$ cat src/rtl/alu_control_seq.sv
// ALU control decoder with a mult/div stall sequencer.
// Ports: clk, rst (async high), valid_in, ALUOp, Funct in;
//        ALUControl, illegal, stall, md_start, md_signed, md_div,
//        hilo_we, md_busy out.
module alu_control_seq #(
    parameter int CW      = 5,
    parameter int MUL_LAT = 4,
    parameter int DIV_LAT = 32
) (
    input  logic          clk,
    input  logic          rst,
    input  logic          valid_in,
    input  logic [1:0]    ALUOp,
    input  logic [5:0]    Funct,
    output logic [CW-1:0] ALUControl,
    output logic          illegal,
    output logic          stall,
    output logic          md_start,
    output logic          md_signed,
    output logic          md_div,
    output logic          hilo_we,
    output logic          md_busy
);

    localparam int MAXLAT = (MUL_LAT > DIV_LAT) ? MUL_LAT : DIV_LAT;
    localparam int CNTW   = (MAXLAT > 2) ? $clog2(MAXLAT) : 1;

    localparam logic [CNTW-1:0] MUL_LOAD = CNTW'(MUL_LAT - 1);
    localparam logic [CNTW-1:0] DIV_LOAD = CNTW'(DIV_LAT - 1);
    localparam logic [CNTW-1:0] CNT_ONE  = CNTW'(1);

    localparam logic [CW-1:0] C_ADD   = CW'(0);
    localparam logic [CW-1:0] C_SUB   = CW'(1);
    localparam logic [CW-1:0] C_AND   = CW'(2);
    localparam logic [CW-1:0] C_OR    = CW'(3);
    localparam logic [CW-1:0] C_SLT   = CW'(4);
    localparam logic [CW-1:0] C_XOR   = CW'(5);
    localparam logic [CW-1:0] C_NOR   = CW'(6);
    localparam logic [CW-1:0] C_SLL   = CW'(7);
    localparam logic [CW-1:0] C_SRL   = CW'(8);
    localparam logic [CW-1:0] C_SRA   = CW'(9);
    localparam logic [CW-1:0] C_MULT  = CW'(10);
    localparam logic [CW-1:0] C_MULTU = CW'(11);
    localparam logic [CW-1:0] C_DIV   = CW'(12);
    localparam logic [CW-1:0] C_DIVU  = CW'(13);
    localparam logic [CW-1:0] C_SLTU  = CW'(14);

    typedef enum logic [1:0] {
        IDLE = 2'd0,
        RUN  = 2'd1,
        DONE = 2'd2
    } state_t;

    state_t          state;
    logic [CNTW-1:0] cnt;
    logic            unknown;
    logic            is_md;
    logic            issue;

    // Operation decode; purely combinational, never touched by the sequencer.
    always_comb begin
        ALUControl = C_ADD;
        unknown    = 1'b0;
        is_md      = 1'b0;
        unique case (ALUOp)
            2'b00: ALUControl = C_ADD;
            2'b01: ALUControl = C_SUB;
            2'b11: ALUControl = C_OR;
            2'b10: begin
                case (Funct)
                    6'h20, 6'h21: ALUControl = C_ADD;
                    6'h22, 6'h23: ALUControl = C_SUB;
                    6'h24: ALUControl = C_AND;
                    6'h25: ALUControl = C_OR;
                    6'h26: ALUControl = C_XOR;
                    6'h27: ALUControl = C_NOR;
                    6'h2A: ALUControl = C_SLT;
                    6'h2B: ALUControl = C_SLTU;
                    6'h00: ALUControl = C_SLL;
                    6'h02: ALUControl = C_SRL;
                    6'h03: ALUControl = C_SRA;
                    6'h18: begin ALUControl = C_MULT;  is_md = 1'b1; end
                    6'h19: begin ALUControl = C_MULTU; is_md = 1'b1; end
                    6'h1A: begin ALUControl = C_DIV;   is_md = 1'b1; end
                    6'h1B: begin ALUControl = C_DIVU;  is_md = 1'b1; end
                    default: begin
                        ALUControl = C_ADD;
                        unknown    = 1'b1;
                    end
                endcase
            end
            default: ALUControl = C_ADD;
        endcase
    end

    assign illegal  = valid_in & (ALUOp == 2'b10) & unknown;

    // rst gates issue so nothing launches while reset is held.
    assign issue    = valid_in & is_md & (state == IDLE) & ~rst;
    assign md_start = issue;
    assign stall    = issue | (state == RUN);

    // Funct[0] set = unsigned variant, Funct[1] set = divide.
    always_ff @(posedge clk or posedge rst) begin
        if (rst) begin
            state     <= IDLE;
            cnt       <= '0;
            md_signed <= 1'b0;
            md_div    <= 1'b0;
            hilo_we   <= 1'b0;
            md_busy   <= 1'b0;
        end else begin
            unique case (state)
                IDLE: begin
                    hilo_we <= 1'b0;
                    if (issue) begin
                        state     <= RUN;
                        md_busy   <= 1'b1;
                        md_signed <= ~Funct[0];
                        md_div    <= Funct[1];
                        cnt       <= Funct[1] ? DIV_LOAD : MUL_LOAD;
                    end
                end
                RUN: begin
                    if (cnt <= CNT_ONE) begin
                        state   <= DONE;
                        hilo_we <= 1'b1;
                        cnt     <= '0;
                    end else begin
                        cnt <= cnt - CNT_ONE;
                    end
                end
                DONE: begin
                    state   <= IDLE;
                    hilo_we <= 1'b0;
                    md_busy <= 1'b0;
                end
                default: begin
                    state   <= IDLE;
                    hilo_we <= 1'b0;
                    md_busy <= 1'b0;
                    cnt     <= '0;
                end
            endcase
        end
    end

endmodule
$ cat config.mk
export PLATFORM = sky130hd
export DESIGN_NAME = alu_control_seq
export DESIGN_NICKNAME = d
export VERILOG_FILES = /design/src/rtl/alu_control_seq.sv
export SDC_FILE = /design/constraint.sdc
export NUM_CORES = 1
export LEC_CHECK = 0
export CORE_MARGIN = 5
export CORE_UTILIZATION = 43
export DETAILED_ROUTE_END_ITERATION = 7
export GPL_ROUTABILITY_DRIVEN = 1
export PLACE_DENSITY = 0.75
export REMOVE_ABC_BUFFERS = 1
export SYNTH_ARGS = -nofsm -noshare
export SYNTH_HDL_FRONTEND = slang
export SYNTH_SLANG_ARGS = --single-unit
$ cat constraint.sdc
create_clock -name clk -period 1.9 [get_ports clk]
set_input_delay 0.475 -clock clk [delete_from_list [all_inputs] [get_ports clk]]
set_output_delay 0.475 -clock clk [all_outputs]
set_load 0.01 [all_outputs]
==> results.yml, run 1 <==
power:
  ir_drop_uv: 770.4
  comb_power_share: 0.462
  total_power_uw: 981.8
  p_int_uw: 599.4
  p_clk_frac: 0.174
  p_leak_uw: 0.0007082
  switching_share: 0.3894
  power_switching_uw: 382.4
  power.density_nw_per_um2: 670.7
  seqPwrFrac: 0.364
global_route:
  grt-ovfl-total: 0
  grt_pass1_vias: 994
  grt_usage: 0.1908
  antenna_found_initial: 0
  grt_pass1_wl_um: 4636
  grt_max_degree: 12
place:
  io_buffer_count: 21
  dp_hpwl_um: 1940
  dp.cells: 174
  place_area_um2: 1265
  gp_congestion: 0.8177
sta:
  timing.hold.ws_ns: 0.4255
  layout_min_cycle_time_ns: 2.248
  grt_setup_unrepaired: "true"
  finClkSkew_ns: 0.0007782
  fmax_mhz: 444.8
  drv_slew: 0
  finalSetupViolations: 7
  finalWorstSetupSlack_ns: -0.3482
  hold_viol: 0
  fin_crit_sh: 1.183
synth:
  synth-async-reset-ratio: 1.000
  seq_area_frac_synth: 0.3129
  synth_top_area_cell: "dfrtp_1"
  netlist.area_leader.share: 0.3129
  synth.area.top_cells: "dfrtp_1 (31%), a21oi_1 (4.0%), inv_1 (3.8%)"
  ys.flop_type: "dfrtp_1"
  synth.avg_cell_area_um2: 7.996
  synth_edf_count: 0
  synth_area_um2: 879.6
  synth-seq-cells: 11
  synthCells: 110
  synthDistinctLibCells: 42
  ys.warnings.count: 0
drt:
  drc: 0
  wl_per_cell_um: 16.52
  first_pass_iters: 4
  wirelength_um: 3090
  via_per_inst: 5.652
  vias: 1057
  drt_iter0_markers: 27
  ant_nets: 0
die:
  die-area_um2: 3050
  fp.dieH_um: 55.23
  core_um2: 1962
  io_pins: 23
  die_w_um: 55.23
  initial_core_util: 0.4483
  rows: 16
final_layout:
  instances_no_fill: 187
  drive_above_1_share: 0.4500
  fin_nets: 174
  fillers: 137
  ff_latch_area_um2: 275.3
  final_area_um2: 1464
  mostFrequentLayoutCell: "buf_4"
  multi_input_area_um2: 631.9
  final_cell_mix: "buf_4 (29), dfrtp_1 (11), inv_1 (9)"
  syn2layout_area_growth_pct: 66.43
  antenna_cells: 0
  post-route-util: 0.7462
critical_path:
  path_class: "input port to output pin"
  reg2reg_from: "cnt[0]"
  required_ns: 1.42
  arrival_ns: 1.77
  crit_fanout: 2
  endpoint_kind: "output pin"
  r2r_slack_ns: 0.38
  worst_path_max_delay_cell: "or4b_4"
  startpoint_type: "input port"
  crit_chain: "buf_6 -> or4b_4 -> or4_4 -> nor2_2 -> buf_2"
  critPathMaxStageDelay_ns: 0.53
  critical_path.startpoint: "rst"
status:
  outcome: "finished, violations left"
  violations: "setup timing"
clocking:
  cts_root_buf: "clkbuf_4"
  cts-buffers-inserted: 3
  insertion_delay_ns: 0.28
  clk_pin_slew_ns: 0.07
  cts_tree: "built"
  hold_buffers: 0
  cts_buffer_depth: 2
  htreeDepth: 1
  clock_sinks: 11
job:
  drv_cap: 0
hold_path:
  hold_class: "input port to asynchronous set/reset pin"
[layout make-up]
class | count | share of cell area
Multi-Input combinational cell | 82 | 0.4316
Timing Repair Buffer | 54 | 0.3154
Sequential cell | 11 | 0.1880
Inverter | 9 | 0.02308
Tap cell | 27 | 0.02308
Clock buffer | 3 | 0.01538
Clock inverter | 1 | 0.003419
[what timing repair did]
| item | 4_1_cts | 5_1_grt |
|---|---|---|
| setup buffers | 5 | 4 |
| gates resized for setup | 75 | 34 |
| gates cloned | 0 | 0 |
| pin swaps | 11 | 13 |
| endpoints found under the setup margin | 14 | 11 |
[metal layers]
| layer | track usage | wire length (um) | vias up |
|---|---|---|---|
| met3 | 0.04662 | 206 | 8 |
| met2 | 0.3193 | 1583 | 52 |
| met5 | 0 | 0 | - |
| met1 | 0.2286 | 1236 | 505 |
| li1 | - | - | 492 |
| met4 | 0.08681 | 63 | 0 |
[path summary, 6_finish.rpt]
kind | end | cells after the start
setup / recovery | md_start | 5
hold / removal | cnt[4] | 4
setup reg to reg | cnt[1] | 4
hold reg to reg | md_div | 1
max in group asynchronous | md_busy | 4
min in group clk | md_div | 1
[stage by stage]
stage / TNS, ns / setup slack [ns]
after floorplan: -0.5672 / -0.2243
after global placement: -10.32 / -1.124
after detailed placement: -11.02 / -1.156
after CTS: -2.270 / -0.4549
after global routing: -1.913 / -0.3899
final: -1.473 / -0.3482
[logic make-up (layout without fill, tap and decap cells)]
group	after synthesis	in the layout	share of synthesized area
buffers and inverters	17	67	0.08249
and+or+nand+nor	46	46	0.3016
DFF	11	11	0.3129
muxes	3	3	0.03698
other	1	1	0.004263
adders and majority gates	2	2	0.02844
AOI/OAI and AO/OA	29	29	0.2234
xor gates and xnor gates	1	1	0.009959
[critical path: cells and delay by family]
kind / cells / cell delay [ns]
buffers and inverters: 2 / 0.23
and+or+nand+nor: 3 / 1.07
[power by group through the flow]
stage	clock (uW)	sequential [uW]	combinational [uW]
global placement	0	355	386
detailed placement	0	358	405
finish	171	357	454
CTS	173	353	419
floorplan	0	354	230
global route	186	368	500
[synthesized netlist by cell type, types with 2 or more instances]
library cell / number
nand2b_1: 5
o21ai_0: 4
ha_1: 2
inv_1: 9
buf_4: 2
nand2_1: 7
mux2_1: 2
a211o_1: 2
nor3_1: 5
nor2b_1: 4
clkbuf_1: 5
nor2_1: 9
dfrtp_1: 11
o31a_1: 2
o21ai_1: 2
or3_1: 2
a21oi_1: 7
nand3b_1: 2
nand3_1: 3
o22ai_1: 3
[flip-flops by register name, summed over array words and instances (netlist names)]
signal     cells
cnt            5
hilo_we        1
md_busy        1
md_div         1
md_signed      1
state          2
Power figures use the tool's default switching activity.
==> run 2: changes to the inputs <==
- GPL_TIMING_DRIVEN: default -> 0
- RECOVER_POWER: default -> 100
==> run 2 against run 1 <==
  * The flow still finishes with violations (setup timing)
  * Largest power group unchanged
  * Routed wire length decreased by 0.81%
  * Non-clock buffer count shrank 18
  * Total power fell by 1.3%
  * Sequential power hardly changed
  * Hold slack got worse by 0.10 ns
  * Flip-flop and latch count stayed put
  * Clock power about the same
  * Via count shrank 4.0%
  * Cell count decreased by 9.6%
  * Core utilization down 4.8 points
==> results.yml, run 2 (synthesized netlist as in run 1, its figures left out) <==
final_layout:
  largestRegisters: "cnt: 5 flops, state: 2 flops"
  antenna_cells: 0
  fin_nets: 156
  largest_reg_flops: 5
  final_cell_mix: "dfrtp_1 (11), inv_1 (9), buf_2 (9), buf_4 (9), nor2_1 (8)"
  post-route-util: 0.6977
  ff_latch_area_um2: 275.3
  multi_input_area_um2: 640.6
  fillers: 152
  instances_no_fill: 169
  drive_above_1_share: 0.3521
  top_register: "cnt"
  mostFrequentLayoutCell: "dfrtp_1"
  syn2layout_area_growth_pct: 55.62
sta:
  hold_viol: 0
  drv_slew: 0
  finClkSkew_ns: 0.002299
  fmax_mhz: 436.6
  grt_setup_unrepaired: "true"
  finalWorstSetupSlack_ns: -0.3906
  fin_crit_sh: 1.206
  layout_min_cycle_time_ns: 2.291
  timing.hold.ws_ns: 0.3205
  finalSetupViolations: 8
clocking:
  insertion_delay_ns: 0.27
  clk_pin_slew_ns: 0.08
  clock_sinks: 11
  cts_buffer_depth: 2
  cts-buffers-inserted: 3
  cts_root_buf: "clkbuf_4"
  cts_tree: "built"
  htreeDepth: 1
drt:
  wirelength_um: 3065
  via_per_inst: 6.006
  ant_nets: 0
  drt_iter0_markers: 54
  drc: 0
  first_pass_iters: 4
  vias: 1015
  wl_per_cell_um: 18.14
power:
  ir_drop_uv: 493.1
  seqPwrFrac: 0.370
  comb_power_share: 0.455
  power.density_nw_per_um2: 707.8
  p_int_uw: 586.5
  switching_share: 0.3946
  p_leak_uw: 0.0006262
  power_switching_uw: 382.3
  total_power_uw: 968.8
  p_clk_frac: 0.174
die:
  core_um2: 1962
  initial_core_util: 0.4483
  die-area_um2: 3050
  fp.dieH_um: 55.23
  io_pins: 23
  die_w_um: 55.23
  rows: 16
job:
  drv_cap: 0
place:
  dp.cells: 150
  dp_hpwl_um: 1606
  gp_congestion: 0.7846
  io_buffer_count: 21
critical_path:
  crit_fanout: 12
  worst_path_max_delay_cell: "or4_4"
  r2r_slack_ns: 0.25
  crit_family: "simple AND/OR/NAND/NOR gates"
  path_class: "input port to output pin"
  endpoint: "md_start"
  critPathMaxStageDelay_ns: 0.50
  endpoint_kind: "output pin"
  path_depth: 5
  arrival_ns: 1.82
  crit_chain: "buf_6 -> or4b_4 -> or4_4 -> nor2_2 -> buf_2"
  cp.buffers_inverters: 2
  worstReg2RegEnd: "cnt[2]"
  reg2reg_depth: 4
  reg2reg_from: "state[1]"
  critical_path.startpoint: "Funct[2]"
  required_ns: 1.42
  startpoint_type: "input port"
global_route:
  grt_pass1_vias: 893
  grt_pass1_wl_um: 4133
  grt_usage: 0.1655
  grt-ovfl-total: 0
  grt_max_degree: 15
  antenna_found_initial: 0
status:
  outcome: "finished, violations left"
  violations: "setup timing"
hold_path:
  hold_class: "input port to asynchronous set/reset pin"
-- run 2: changes by cell type in the layout (fill, tap and decap cells not counted), moves of 2 or more --
cell	before	now
dlygate4sd2_1	0	2
mux2_4	2	0
clkbuf_2	3	0
buf_2	7	9
mux2_1	0	2
buf_4	29	9
-- run 2: worst min-delay path: cells and delay by family --
family / cells / cell delay [ns]
buffers and inverters: 3 / 0.55
-- run 2: worst min path at each step --
stage / endpoint / start / cells after the start / slack (ns)
final: cnt[4] / rst / 3 / 0.32
after global placement: md_div / md_div / 1 / 0.48
after global routing: cnt[3] / rst / 3 / 0.36
after detailed placement: md_div / md_div / 1 / 0.48
after CTS: state[0] / rst / 3 / 0.31
after floorplan: cnt[0] / rst / 1 / 0.33
-- run 2: power by group through the flow --
stage	sequential, uW	combinational (uW)	clock [uW]
floorplan	354	230	0
global placement	356	348	0
detailed placement	359	362	0
CTS	355	385	169
global route	369	493	183
finish	359	441	169
-- run 2: per-layer routing --
| metal | part of all wire | track usage | vias up | wire length [um] |
|---|---|---|---|---|
| met5 | 0 | 0 | - | 0 |
| met4 | 0.051 | 0.06944 | 0 | 155 |
| met3 | 0.067 | 0.02797 | 19 | 206 |
| met2 | 0.49 | 0.2770 | 57 | 1513 |
| met1 | 0.39 | 0.2083 | 480 | 1189 |
| li1 | - | - | 459 | - |
-- run 2: final cells by class --
type                    instances  share of cell area
clock buffers                   3             0.01645
clock inverters                 1            0.003656
inverters                       9             0.02468
multi-input cells              82              0.4680
flip-flops and latches         11              0.2011
well taps                      27             0.02468
repair buffers                 36              0.2614
-- run 2: what timing repair did --
| action | 4_1_cts | 5_1_grt |
|---|---|---|
| hold endpoints to repair | 0 | 0 |
| hold buffers | 0 | 0 |
| cloned | 0 | 1 |
| pin swaps | 9 | 13 |
| setup endpoints to repair | 16 | 8 |
| gates resized for setup | 95 | 16 |
| setup buffers | 6 | 8 |
-- run 2: stage by stage --
| stage | setup TNS (ns) | instance area [um2] | setup slack [ns] |
|---|---|---|---|
| 5_1_grt | -2.172 | 1369 | -0.4275 |
| 3_5_place_dp | -13.87 | 1085 | -1.388 |
| 2_1_floorplan | -0.5672 | 840.8 | -0.2243 |
| 6_report | -1.830 | 1369 | -0.3906 |
| 3_3_place_gp | -13.57 | 1085 | -1.382 |
| 4_1_cts | -1.586 | 1224 | -0.4417 |
==> run 3: changes to the inputs <==
- CAP_MARGIN: default -> 20
- TNS_END_PERCENT: default -> 100
==> results of run 3 <==
The final DEF is identical to that of run 2; final timing and power are the same.
